File: src/rtl/sipo_deserializer_if.sv
// ---------------------------------------------------------------------------
// sipo_deserializer_if
//   Bundles the serial link and the parallel valid/ready side of the
//   SIPO deserializer.
//   Parameters : N  - word width, CW - bit counter width
//   Signals    : serial_in, sin_valid, frame_start  (serial link, to receiver)
//                data_out, data_valid, data_ready   (parallel word handshake)
//                overrun, overrun_clr               (sticky drop flag / clear)
//                resync, busy, bit_count            (status)
//   Modports   : slave  - the deserializer itself
//                master - the environment (serializer + consumer)
// ---------------------------------------------------------------------------
interface sipo_deserializer_if #(
  parameter int N  = 4,
  parameter int CW = $clog2(N)
) ();
  logic          serial_in;
  logic          sin_valid;
  logic          frame_start;
  logic [N-1:0]  data_out;
  logic          data_valid;
  logic          data_ready;
  logic          overrun;
  logic          overrun_clr;
  logic          resync;
  logic          busy;
  logic [CW-1:0] bit_count;

  modport slave (
    input  serial_in, sin_valid, frame_start, data_ready, overrun_clr,
    output data_out, data_valid, overrun, resync, busy, bit_count
  );

  modport master (
    output serial_in, sin_valid, frame_start, data_ready, overrun_clr,
    input  data_out, data_valid, overrun, resync, busy, bit_count
  );
endinterface

File: src/rtl/sipo_deserializer.sv
// ---------------------------------------------------------------------------
// sipo_deserializer
//   Serial-in, parallel-out receiver for an LSB-first framed bit stream.
//   Collects N bits into a word and offers it on a valid/ready interface
//   through a one-word holding register.
//   Ports:
//     clk  - clock, rising edge
//     rst  - synchronous active-high reset
//     bus  - sipo_deserializer_if.slave (serial link, word handshake, status)
// ---------------------------------------------------------------------------
module sipo_deserializer #(
  parameter int N  = 4,
  parameter int CW = $clog2(N)
) (
  input  logic                      clk,
  input  logic                      rst,
  sipo_deserializer_if.slave        bus
);

  typedef enum logic {IDLE, SHIFT} state_t;

  state_t        state_q,  state_d;
  logic [N-1:0]  sreg_q,   sreg_d;
  logic [CW-1:0] cnt_q,    cnt_d;
  logic [N-1:0]  dout_q,   dout_d;
  logic          dvalid_q, dvalid_d;
  logic          ovr_q,    ovr_d;
  logic          resync_q, resync_d;

  // Shift register contents after accepting the current bit; on the Nth bit
  // this is also the completed word.
  logic [N-1:0]  word;
  logic          complete;
  logic          ovr_set;

  assign word = {bus.serial_in, sreg_q[N-1:1]};

  always_ff @(posedge clk) begin
    if (rst) begin
      state_q  <= IDLE;
      sreg_q   <= '0;
      cnt_q    <= '0;
      dout_q   <= '0;
      dvalid_q <= 1'b0;
      ovr_q    <= 1'b0;
      resync_q <= 1'b0;
    end else begin
      state_q  <= state_d;
      sreg_q   <= sreg_d;
      cnt_q    <= cnt_d;
      dout_q   <= dout_d;
      dvalid_q <= dvalid_d;
      ovr_q    <= ovr_d;
      resync_q <= resync_d;
    end
  end

  // Frame FSM: bit capture and word completion.
  always_comb begin
    state_d  = state_q;
    sreg_d   = sreg_q;
    cnt_d    = cnt_q;
    resync_d = 1'b0;
    complete = 1'b0;
    unique case (state_q)
      IDLE: begin
        if (bus.sin_valid && bus.frame_start) begin
          sreg_d  = word;
          cnt_d   = CW'(1);
          state_d = SHIFT;
        end
      end
      SHIFT: begin
        if (bus.sin_valid) begin
          sreg_d = word;
          if (bus.frame_start) begin
            // Restart takes priority even over what would be the Nth bit.
            // Stale bits left in sreg are shifted out before completion.
            resync_d = 1'b1;
            cnt_d    = CW'(1);
          end else if (cnt_q == CW'(N - 1)) begin
            complete = 1'b1;
            cnt_d    = '0;
            state_d  = IDLE;
          end else begin
            cnt_d = cnt_q + CW'(1);
          end
        end
      end
      default: state_d = IDLE;
    endcase
  end

  // Output holding register and overrun flag.
  always_comb begin
    dout_d   = dout_q;
    dvalid_d = dvalid_q;
    ovr_set  = 1'b0;
    if (complete) begin
      // Load when empty, or when the held word leaves on this same edge.
      if (!dvalid_q || bus.data_ready) begin
        dout_d   = word;
        dvalid_d = 1'b1;
      end else begin
        ovr_set = 1'b1;
      end
    end else if (dvalid_q && bus.data_ready) begin
      dvalid_d = 1'b0;
    end
    // A new drop outranks a simultaneous clear.
    if (ovr_set) begin
      ovr_d = 1'b1;
    end else if (bus.overrun_clr) begin
      ovr_d = 1'b0;
    end else begin
      ovr_d = ovr_q;
    end
  end

  assign bus.data_out   = dout_q;
  assign bus.data_valid = dvalid_q;
  assign bus.overrun    = ovr_q;
  assign bus.resync     = resync_q;
  assign bus.busy       = (state_q == SHIFT);
  assign bus.bit_count  = cnt_q;

endmodule

File: src/flat_wrapper.sv
// flat-port wrapper written by rule: the top's interface ports become plain ports
module sipo_deserializer_flat 
#(
  parameter int N  = 4,
  parameter int CW = $clog2(N)
)
  (clk, rst, bus_serial_in, bus_sin_valid, bus_frame_start, bus_data_ready, bus_overrun_clr, bus_data_out, bus_data_valid, bus_overrun, bus_resync, bus_busy, bus_bit_count);
  sipo_deserializer_if #(.N(N), .CW(CW)) bus_i ();
  input  logic clk;
  input  logic rst;
  input wire logic [$bits(bus_i.serial_in)-1:0] bus_serial_in;
  input wire logic [$bits(bus_i.sin_valid)-1:0] bus_sin_valid;
  input wire logic [$bits(bus_i.frame_start)-1:0] bus_frame_start;
  input wire logic [$bits(bus_i.data_ready)-1:0] bus_data_ready;
  input wire logic [$bits(bus_i.overrun_clr)-1:0] bus_overrun_clr;
  output wire logic [$bits(bus_i.data_out)-1:0] bus_data_out;
  output wire logic [$bits(bus_i.data_valid)-1:0] bus_data_valid;
  output wire logic [$bits(bus_i.overrun)-1:0] bus_overrun;
  output wire logic [$bits(bus_i.resync)-1:0] bus_resync;
  output wire logic [$bits(bus_i.busy)-1:0] bus_busy;
  output wire logic [$bits(bus_i.bit_count)-1:0] bus_bit_count;
  assign bus_i.serial_in = bus_serial_in;
  assign bus_i.sin_valid = bus_sin_valid;
  assign bus_i.frame_start = bus_frame_start;
  assign bus_i.data_ready = bus_data_ready;
  assign bus_i.overrun_clr = bus_overrun_clr;
  assign bus_data_out = bus_i.data_out;
  assign bus_data_valid = bus_i.data_valid;
  assign bus_overrun = bus_i.overrun;
  assign bus_resync = bus_i.resync;
  assign bus_busy = bus_i.busy;
  assign bus_bit_count = bus_i.bit_count;
  sipo_deserializer #(.N(N), .CW(CW)) u_core (.clk(clk), .rst(rst), .bus(bus_i));
endmodule
File: config.mk
export PLATFORM = sky130hd
export DESIGN_NAME = sipo_deserializer_flat
export DESIGN_NICKNAME = d
export VERILOG_FILES = /design/src/rtl/sipo_deserializer_if.sv /design/src/rtl/sipo_deserializer.sv /design/src/flat_wrapper.sv
export SDC_FILE = /design/constraint.sdc
export NUM_CORES = 1
export LEC_CHECK = 0
export CORE_AREA = 2 2 39 41
export CTS_CLUSTER_SIZE = 20
export DETAILED_ROUTE_END_ITERATION = 10
export DIE_AREA = 0 0 41 43
export PLACE_DENSITY = 0.71
export SLEW_MARGIN = 20
export SYNTH_ARGS = -nofsm -noshare
export SYNTH_HDL_FRONTEND = slang
export SYNTH_SLANG_ARGS = --single-unit
export TNS_END_PERCENT = 5
File: constraint.sdc
create_clock -name clk -period 1.7 [get_ports clk]
set_clock_uncertainty 0.2 [all_clocks]
set_input_delay 0.34 -clock clk [delete_from_list [all_inputs] [get_ports clk]]
set_output_delay 0.34 -clock clk [all_outputs]
set_load 0.05 [all_outputs]
Word level (Yosys, flattened, before mapping)
Cells that the tools add are included.
{"block": "totals", "wordCells": 49, "output_inout_bits": 10, "register_bits": 14, "in_bits": 7}
{"block": "op_classes", "eq_ne": 4, "bitwise": 2, "add_sub_neg": 1, "mux": 25, "n_reduce_logical": 10}
{"op": "2-to-1 mux 1 bit", "count": 16}
{"op": "2-to-1 mux 2 bit", "count": 4}
{"op": "2-to-1 mux 4 bit", "count": 2}
{"op": "one-hot mux 4 bit (2 select lines)", "count": 1}
{"op": "AND reduction 2 bit", "count": 3}
{"op": "!= test 2 bit (second input constant)", "count": 2}
{"op": "one-hot mux 2 bit (2 select lines)", "count": 1}
{"op": "nonzero test 2 bit", "count": 2}
{"op": "OR reduction 3 bit", "count": 1}
{"op": "adder 2 x 1 -> 2 bit (second input constant)", "count": 1}
{"op": "== test 2 bit (second input constant)", "count": 1}
{"op": "logical AND 1 bit", "count": 2}
{"op": "!= test 2 x 1 -> 1 bit (second input constant)", "count": 1}
{"op": "NOT 1 bit", "count": 2}
{"op": "one-hot mux 1 bit (2 select lines)", "count": 1}
{"op": "logical NOT 1 bit", "count": 1}
{"op": "logical OR 1 bit", "count": 1}

Longest topological paths before layout
Gate-level depths: netlist of the first run.
{"block": "depth", "ltp_word": 7, "depth_mapped": 5, "ltp_nobuf": 4}

Least setup slack after synthesis of the first run
Ideal clock, no wire load.
{"block": "synth_timing", "kind": "register to register", "start": "register u_core.cnt_q[0] (netlist: u_core.bus.bit_count[0])", "end": "register u_core.dout_q[0] (netlist: u_core.bus.data_out[0])", "path_stages_with_launch": 6, "n_path_buf": 1, "period_less_slack_ns": 1.747, "setup_ns": 0.072, "setup_slack_ns": -0.047, "t_arrival_ns": 1.475, "required_ns": 1.428, "cell_sequence": "dfxtp_1 ha_1 nand4b_2 nor2b_2 buf_6 mux2i_1"}
{"block": "synth_between", "elab_chain_len": 6}
{"element": "start: declaration", "line": "sipo_deserializer.sv:24", "source": "logic [CW-1:0] cnt_q, cnt_d;"}
{"element": "start signal: assignment", "line": "sipo_deserializer.sv:50", "source": "cnt_q <= cnt_d;"}
{"element": "== test 2 bit", "line": "sipo_deserializer.sv:81", "source": "end else if (cnt_q == CW'(N - 1)) begin"}
{"element": "2-to-1 mux 1 bit", "line": "sipo_deserializer.sv:81"}
{"element": "2-to-1 mux 1 bit", "line": "sipo_deserializer.sv:76", "source": "if (bus.frame_start) begin"}
{"element": "2-to-1 mux 1 bit", "line": "sipo_deserializer.sv:74", "source": "if (bus.sin_valid) begin"}
{"element": "2-to-1 mux 1 bit", "line": "sipo_deserializer.sv:65", "source": "unique case (state_q)"}
{"element": "AND reduction 2 bit (no source line)"}
{"element": "end signal: assignment", "line": "sipo_deserializer.sv:51", "source": "dout_q <= dout_d;"}
{"element": "end: declaration", "line": "sipo_deserializer.sv:25", "source": "logic [N-1:0] dout_q, dout_d;"}
No other way between the ends.
A chain may end at the register's enable or synchronous reset.

Final worst setup path of the first run
{"block": "layout_timing", "start": "input port bus_sin_valid", "end": "register u_core.dout_q[3] (netlist: u_core.bus.data_out[3])"}
{"block": "layout_between", "elab_chain_len": 3}
{"element": "start: declaration", "line": "flat_wrapper.sv:12", "source": "input wire logic [$bits(bus_i.sin_valid)-1:0] bus_sin_valid;"}
{"element": "2-to-1 mux 1 bit", "line": "sipo_deserializer.sv:74"}
{"element": "2-to-1 mux 1 bit", "line": "sipo_deserializer.sv:65"}
{"element": "AND reduction 2 bit (no source line)"}
No other way between the ends.

==> results of run 1 <==
[placed cells by master (no fill, tap or decap)]
| master | instances |
|---|---|
| and3b_2 | 1 |
| a22oi_1 | 2 |
| o22ai_1 | 1 |
| buf_4 | 6 |
| and4b_2 | 1 |
| nor2_1 | 5 |
| dfxtp_1 | 11 |
| o21ai_2 | 1 |
| nor2b_2 | 1 |
| a211oi_1 | 1 |
| clkbuf_1 | 1 |
| nand4b_2 | 1 |
| dfxtp_2 | 2 |
| nand2b_1 | 9 |
| clkdlybuf4s50_1 | 6 |
| mux2i_1 | 7 |
| ha_1 | 1 |
| inv_1 | 1 |
| clkbuf_4 | 3 |
| nand2_1 | 1 |
| buf_12 | 10 |
| a21oi_1 | 1 |
| nor2b_1 | 2 |
[cell usage after synthesis (all sizes together) (2+ instances only)]
library cell / instances / area, µm²
mux2i: 7 / 70.1
nor2: 5 / 18.8
buf: 2 / 16.3
dfxtp: 13 / 260
nor2b: 3 / 21.3
a22oi: 2 / 15.0
nand2b: 9 / 56.3
[state kept, by name, indices dropped and copies added (netlist names)]
signal	cells
u_core.bus.bit_count	2
u_core.sreg_q	3
u_core.bus.data_out	4
u_core.bus.data_valid	1
u_core.bus.busy	1
u_core.bus.resync	1
u_core.bus.overrun	1
[worst max-delay path by stage]
stage	to	slack, ps	depth (start not counted)
finish	u_core.bus.data_out[3]	170	4
global route	u_core.bus.data_out[3]	90	4
CTS	u_core.bus.data_out[3]	150	4
detailed placement	u_core.bus.data_out[3]	-140	4
global placement	u_core.bus.data_out[3]	-100	4
floorplan	u_core.bus.data_out[0]	100	4
[final cells by class]
cell class,count,area (µm²)
fillers,121,504
repair buffers,22,305
flip-flops and latches,13,263
multi-input cells,35,262
clock buffers,4,26.3
well taps,16,20.0
inverters,1,3.75
[critical path: stages]
cell and delay [ps]:
clkdlybuf4s50_1 560, nand4b_2 140, nor2b_2 260, mux2i_1 220
[layer usage]
metal	routed length (µm)	global-route usage (%)
met5	0	0
met4	23	10.0
met3	61	7.85
met1	390	13.7
met2	453	18.4
[metrics by stage]
stage	total power [mW]	setup slack, ps	instances	setup TNS [ps]	hold WS [ps]
after floorplan	0.361	101	51	0	251
after global placement	0.407	-105	87	-387	279
after detailed placement	0.408	-136	87	-585	283
after CTS	0.601	154	91	0	296
after global routing	0.622	88.5	91	0	314
final	0.588	174	91	0	290
[cells by family (layout without fill, tap and decap cells)]
logic type	count (synthesis)	count (layout)	share of synthesized area, %
AO/OA/AOI/OAI	6	6	7.85
adder cells (fa/ha/maj)	1	1	2.31
multiplexers	7	7	12.9
flip-flops	13	13	48.0
AND/OR/NAND/NOR	21	21	25.2
buffers and inverters	3	27	3.69
[power by group]
part,internal (mW),total [mW],switching [mW]
combinational,0.0461,0.0804,0.0343
sequential,0.311,0.320,0.00863
clock,0.0909,0.188,0.0972
total,0.448,0.588,0.140
==> results.ini, run 1 <==
[drt]
via_count = 432
wl_per_cell_um = 10.2
ant_nets = 0
drt_iter0_markers = 1
firstDrtPassIters = 2
drc = 0
drt-total-wl_um = 928
viasPerCell = 4.75

[final_layout]
antennaDiodeCount = 0
final_cell_area_um2 = 880
post-route-util_pct = 63.6
nNetsFinal = 84
drive_gt1_share_pct = 34.7
area_growth_pct = 62.4

[worst_hold_path]
worstHoldStart = u_core.sreg_q[1]
hold_depth = 2
hold_end = u_core.bus.data_out[0]
worstHoldPathType = reg -> reg

[clock_tree]
cts_hold_buf = 0
root_buffer = clkbuf_4
clock_latency_ps = 270
clk_pin_slew_ps = 80
cts_tree = built
htreeDepth = 1
post_cts_buffers = 0
cts_buffers = 3
cts_resized = 0
cts_buffer_depth = 2
cts.sinks = 13

[floorplanning]
rows = 14
die_w_um = 41
core-area_um2 = 1380
start_util_pct = 39.2
fp.dieH_um = 43
num_io_pins = 17
die-area_um2 = 1760

[synthesis]
ys_warn_count = 0
ys.flop_type = dfxtp_1
synth_nets = 59
ys_seq_elements = 13
synth_async_sr_flop_share_pct = 0
netlist_area_um2 = 542
synth_edf_count = 0
synth_cell_types = 19
yosysSeqAreaShare_pct = 48.0
syn_inst = 51
avgSynthCellArea_um2 = 10.6

[placed_design]
dp_hpwl_um = 720
port_buffers = 16
place_area_um2 = 853
gp_congestion = 0.667

[critical_path]
rr_startpoint = u_core.bus.bit_count[0]
cp-start-kind = input pin
end_kind = register
worstSetupPathType = in -> reg
r2r-end = u_core.bus.data_out[3]
cp.arrival_ps = 1530
cp_max_fo = 5
reg2regPathDepth = 4
reg2reg_slack_ps = 220
cp-startpoint = bus_sin_valid
critical_path_required_ps = 1700

[timing]
min_period_ps = 1530
setup_viol = 0
slew_headroom_pct = 76.8
final-max-slew-violation-count = 0
rsz0062_at_grt = no
hold_viol = 0
fin_crit_sh_pct = 89.8
max_freq_mhz = 655
worstMarginPinSlew_ps = 346

[grt]
grt_pass1_wl_um = 1470
grt_pass1_vias = 385
grt.overflow.total = 0
grt_use_total_pct = 13.2
grt_max_degree = 14
antenna_found_initial = 0

[outcome]
status = complete, no violations

[power]
leakagePower_nw = 0.359
peakVddDrop_v = 0.000576
powerDensity_nw_per_um2 = 669

[job]
cap_violations = 0

(Power assumes the default switching activity.)
==> inputs of run 2 (changes only) <==
--- a/config.mk
+++ b/config.mk
@@ -5,6 +5,7 @@
 export SDC_FILE = /design/constraint.sdc
 export NUM_CORES = 1
 export LEC_CHECK = 0
+export ABC_CLOCK_PERIOD_IN_PS = 1700
 export CORE_AREA = 2 2 39 41
 export CTS_CLUSTER_SIZE = 20
 export DETAILED_ROUTE_END_ITERATION = 10
==> results of run 2 <==
Same layout as run 1: the final DEF is identical, and so are final timing and power.
==> inputs of run 3 (changes only) <==
--- a/config.mk
+++ b/config.mk
@@ -10,6 +10,7 @@
 export CTS_CLUSTER_SIZE = 20
 export DETAILED_ROUTE_END_ITERATION = 10
 export DIE_AREA = 0 0 41 43
+export MAX_ROUTING_LAYER = met4
 export PLACE_DENSITY = 0.71
 export SLEW_MARGIN = 20
 export SYNTH_ARGS = -nofsm -noshare
==> run 3 against run 2 <==
  * Fmax down 0.23%
  * Critical path depth unchanged
  * Sequential power about the same
  * Die area unchanged
  * Clock-buffer cell count unchanged
  * Worst hold slack about the same
  * Via count up 0.23%
  * Sequential share of layout area unchanged
  * Cell count unchanged
  * Highest routed layer unchanged
  * Setup slack worse by 3.5 ps
  * Combinational power about the same
==> results.ini, run 3 (synthesized netlist as in run 1, its figures left out) <==
[grt]
antenna_found_initial = 0  ; unchanged
grt_use_total_pct = 13.5  ; +0.33 points
grt_pass1_wl_um = 1480  ; +0.48%
grt.overflow.total = 0  ; unchanged
grt_max_degree = 14  ; unchanged
grt_pass1_vias = 384  ; -0.26%

[clock_tree]
clk_pin_slew_ps = 80  ; about the same
cts_hold_buf = 0  ; unchanged
cts_buffers = 3  ; unchanged
htreeDepth = 1  ; unchanged
cts_resized = 0  ; unchanged
post_cts_buffers = 0  ; unchanged
cts_buffer_depth = 2  ; unchanged
cts.sinks = 13  ; unchanged
root_buffer = clkbuf_4
clock_latency_ps = 270  ; about the same
cts_tree = built

[timing]
max_freq_mhz = 654  ; -0.23%
fin_crit_sh_pct = 90.0  ; +0.20 points
whs_ps = 290  ; -0.0330 ps
hold_viol = 0  ; unchanged
setup_viol = 0  ; unchanged
slew_headroom_pct = 76.8  ; about the same
rsz0062_at_grt = no
final-max-slew-violation-count = 0  ; unchanged
min_period_ps = 1530  ; +3.47 ps
worstMarginPinSlew_ps = 347  ; +0.956 ps

[critical_path]
slowest_delay_ps = 560  ; about the same
reg2reg_slack_ps = 220  ; about the same
r2r-end = u_core.bus.data_out[1]
worstSetupPathType = in -> reg
critical_path.cell_chain = clkdlybuf4s50_1 > nand4b_2 > nor2b_2 > mux2i_1
cp_max_fo = 5  ; unchanged
path_buf_inv = 1  ; unchanged
cp.arrival_ps = 1530  ; about the same
rr_startpoint = u_core.bus.bit_count[0]
path_depth = 4  ; unchanged
end_kind = register
critical_path_required_ps = 1700  ; about the same
reg2regPathDepth = 4  ; unchanged
cpMaxStageDelayCell = clkdlybuf4s50_1
cp-start-kind = input pin
crit_family = buffers and inverters

[drt]
wl_per_cell_um = 10.2  ; -0.11%
drc = 0  ; unchanged
drt-total-wl_um = 927  ; -0.11%
firstDrtPassIters = 2  ; unchanged
viasPerCell = 4.76  ; +0.23%
drt_iter0_markers = 1  ; unchanged
via_count = 433  ; +0.23%
ant_nets = 0  ; unchanged

[floorplanning]
core-area_um2 = 1380  ; unchanged
die_w_um = 41  ; unchanged
rows = 14  ; unchanged
num_io_pins = 17  ; unchanged
die-area_um2 = 1760  ; unchanged
fp.dieH_um = 43  ; unchanged
start_util_pct = 39.2  ; unchanged

[worst_hold_path]
hold_depth = 2  ; unchanged
worstHoldStart = u_core.sreg_q[1]
hold_end = u_core.bus.data_out[0]
worstHoldPathType = reg -> reg

[power]
powerDensity_nw_per_um2 = 668  ; -0.10%
pwr-share-clk_pct = 31.9  ; about the same
p_int_uw = 448  ; about the same
total_power_uw = 588  ; -0.10%
p_switching_uw = 140  ; -0.40%
p_sw_share_pct = 23.8  ; -0.071 points
leakagePower_nw = 0.359  ; unchanged
peakVddDrop_v = 0.000575  ; -0.30%
pwr-share-comb_pct = 13.7  ; about the same
seqPwrFrac_pct = 54.4  ; about the same

[final_layout]
antennaDiodeCount = 0  ; unchanged
largest_reg_flops = 4  ; unchanged
final_cell_mix = 11 x dfxtp_1, 10 x buf_12, 9 x nand2b_1
final-instance-count-excl-fill = 91  ; unchanged
drive_gt1_share_pct = 34.7  ; unchanged
area_growth_pct = 62.4  ; unchanged
mostFrequentLayoutCell = dfxtp_1
n_fill_cell = 121  ; unchanged
nNetsFinal = 84  ; unchanged

[placed_design]
gp_congestion = 0.673  ; +0.96%
dp_hpwl_um = 720  ; unchanged
dp.cells = 87  ; unchanged
port_buffers = 16  ; unchanged

[job]
cap_violations = 0  ; unchanged

[outcome]
status = complete, no violations

## run 3: power groups by stage
stage | registers (mW) | logic [mW] | clock network, mW
final | 0.320 | 0.0804 | 0.187
after global routing | 0.321 | 0.0861 | 0.215
after CTS | 0.320 | 0.0812 | 0.200
after detailed placement | 0.327 | 0.0811 | 0
after global placement | 0.326 | 0.0803 | 0
after floorplan | 0.338 | 0.0225 | 0
## run 3: per-layer routing
| metal | wire length, µm | track usage (%) |
|---|---|---|
| met1 | 389 | 13.7 |
| met2 | 447 | 18.4 |
| met3 | 58 | 7.85 |
| met4 | 31 | 10.0 |
| met5 | 0 | - |
## run 3: cell type report
cell class                 instances  area (µm²)  area share (%)
timing repair buffer              22         305            34.7
clock buffer                       4        26.3            2.99
sequential                        13         263            29.9
tap                               16        20.0            2.28
inverter                           1        3.75           0.427
multi-input combinational         35         262            29.7
## run 3: worst max-delay path by stage
stage | end | start | slack (ps)
floorplan | u_core.bus.data_out[0] | u_core.bus.busy | 100
global placement | u_core.bus.data_out[3] | bus_sin_valid | -100
detailed placement | u_core.bus.data_out[3] | bus_sin_valid | -140
CTS | u_core.bus.data_out[3] | bus_sin_valid | 150
global route | u_core.bus.data_out[3] | bus_frame_start | 90
finish | u_core.bus.data_out[1] | bus_sin_valid | 170
## run 3: stage by stage
step / TNS, ps / setup WS [ps] / instance area, µm² / util, %
global placement: -387 / -105 / 853 / 61.7
detailed placement: -585 / -136 / 853 / 61.7
floorplan: 0 / 101 / 544 / -
global route: 0 / 88.6 / 880 / 63.6
CTS: 0 / 154 / 880 / 63.6
finish: 0 / 170 / 880 / 63.6
## run 3: worst register-to-register path: cells and delay by family, from the launching register on
kind,cells,cell delay [ps]
AND/OR/NAND/NOR,2,390
flip-flops,1,380
multiplexers,1,220
adder cells (fa/ha/maj),1,210
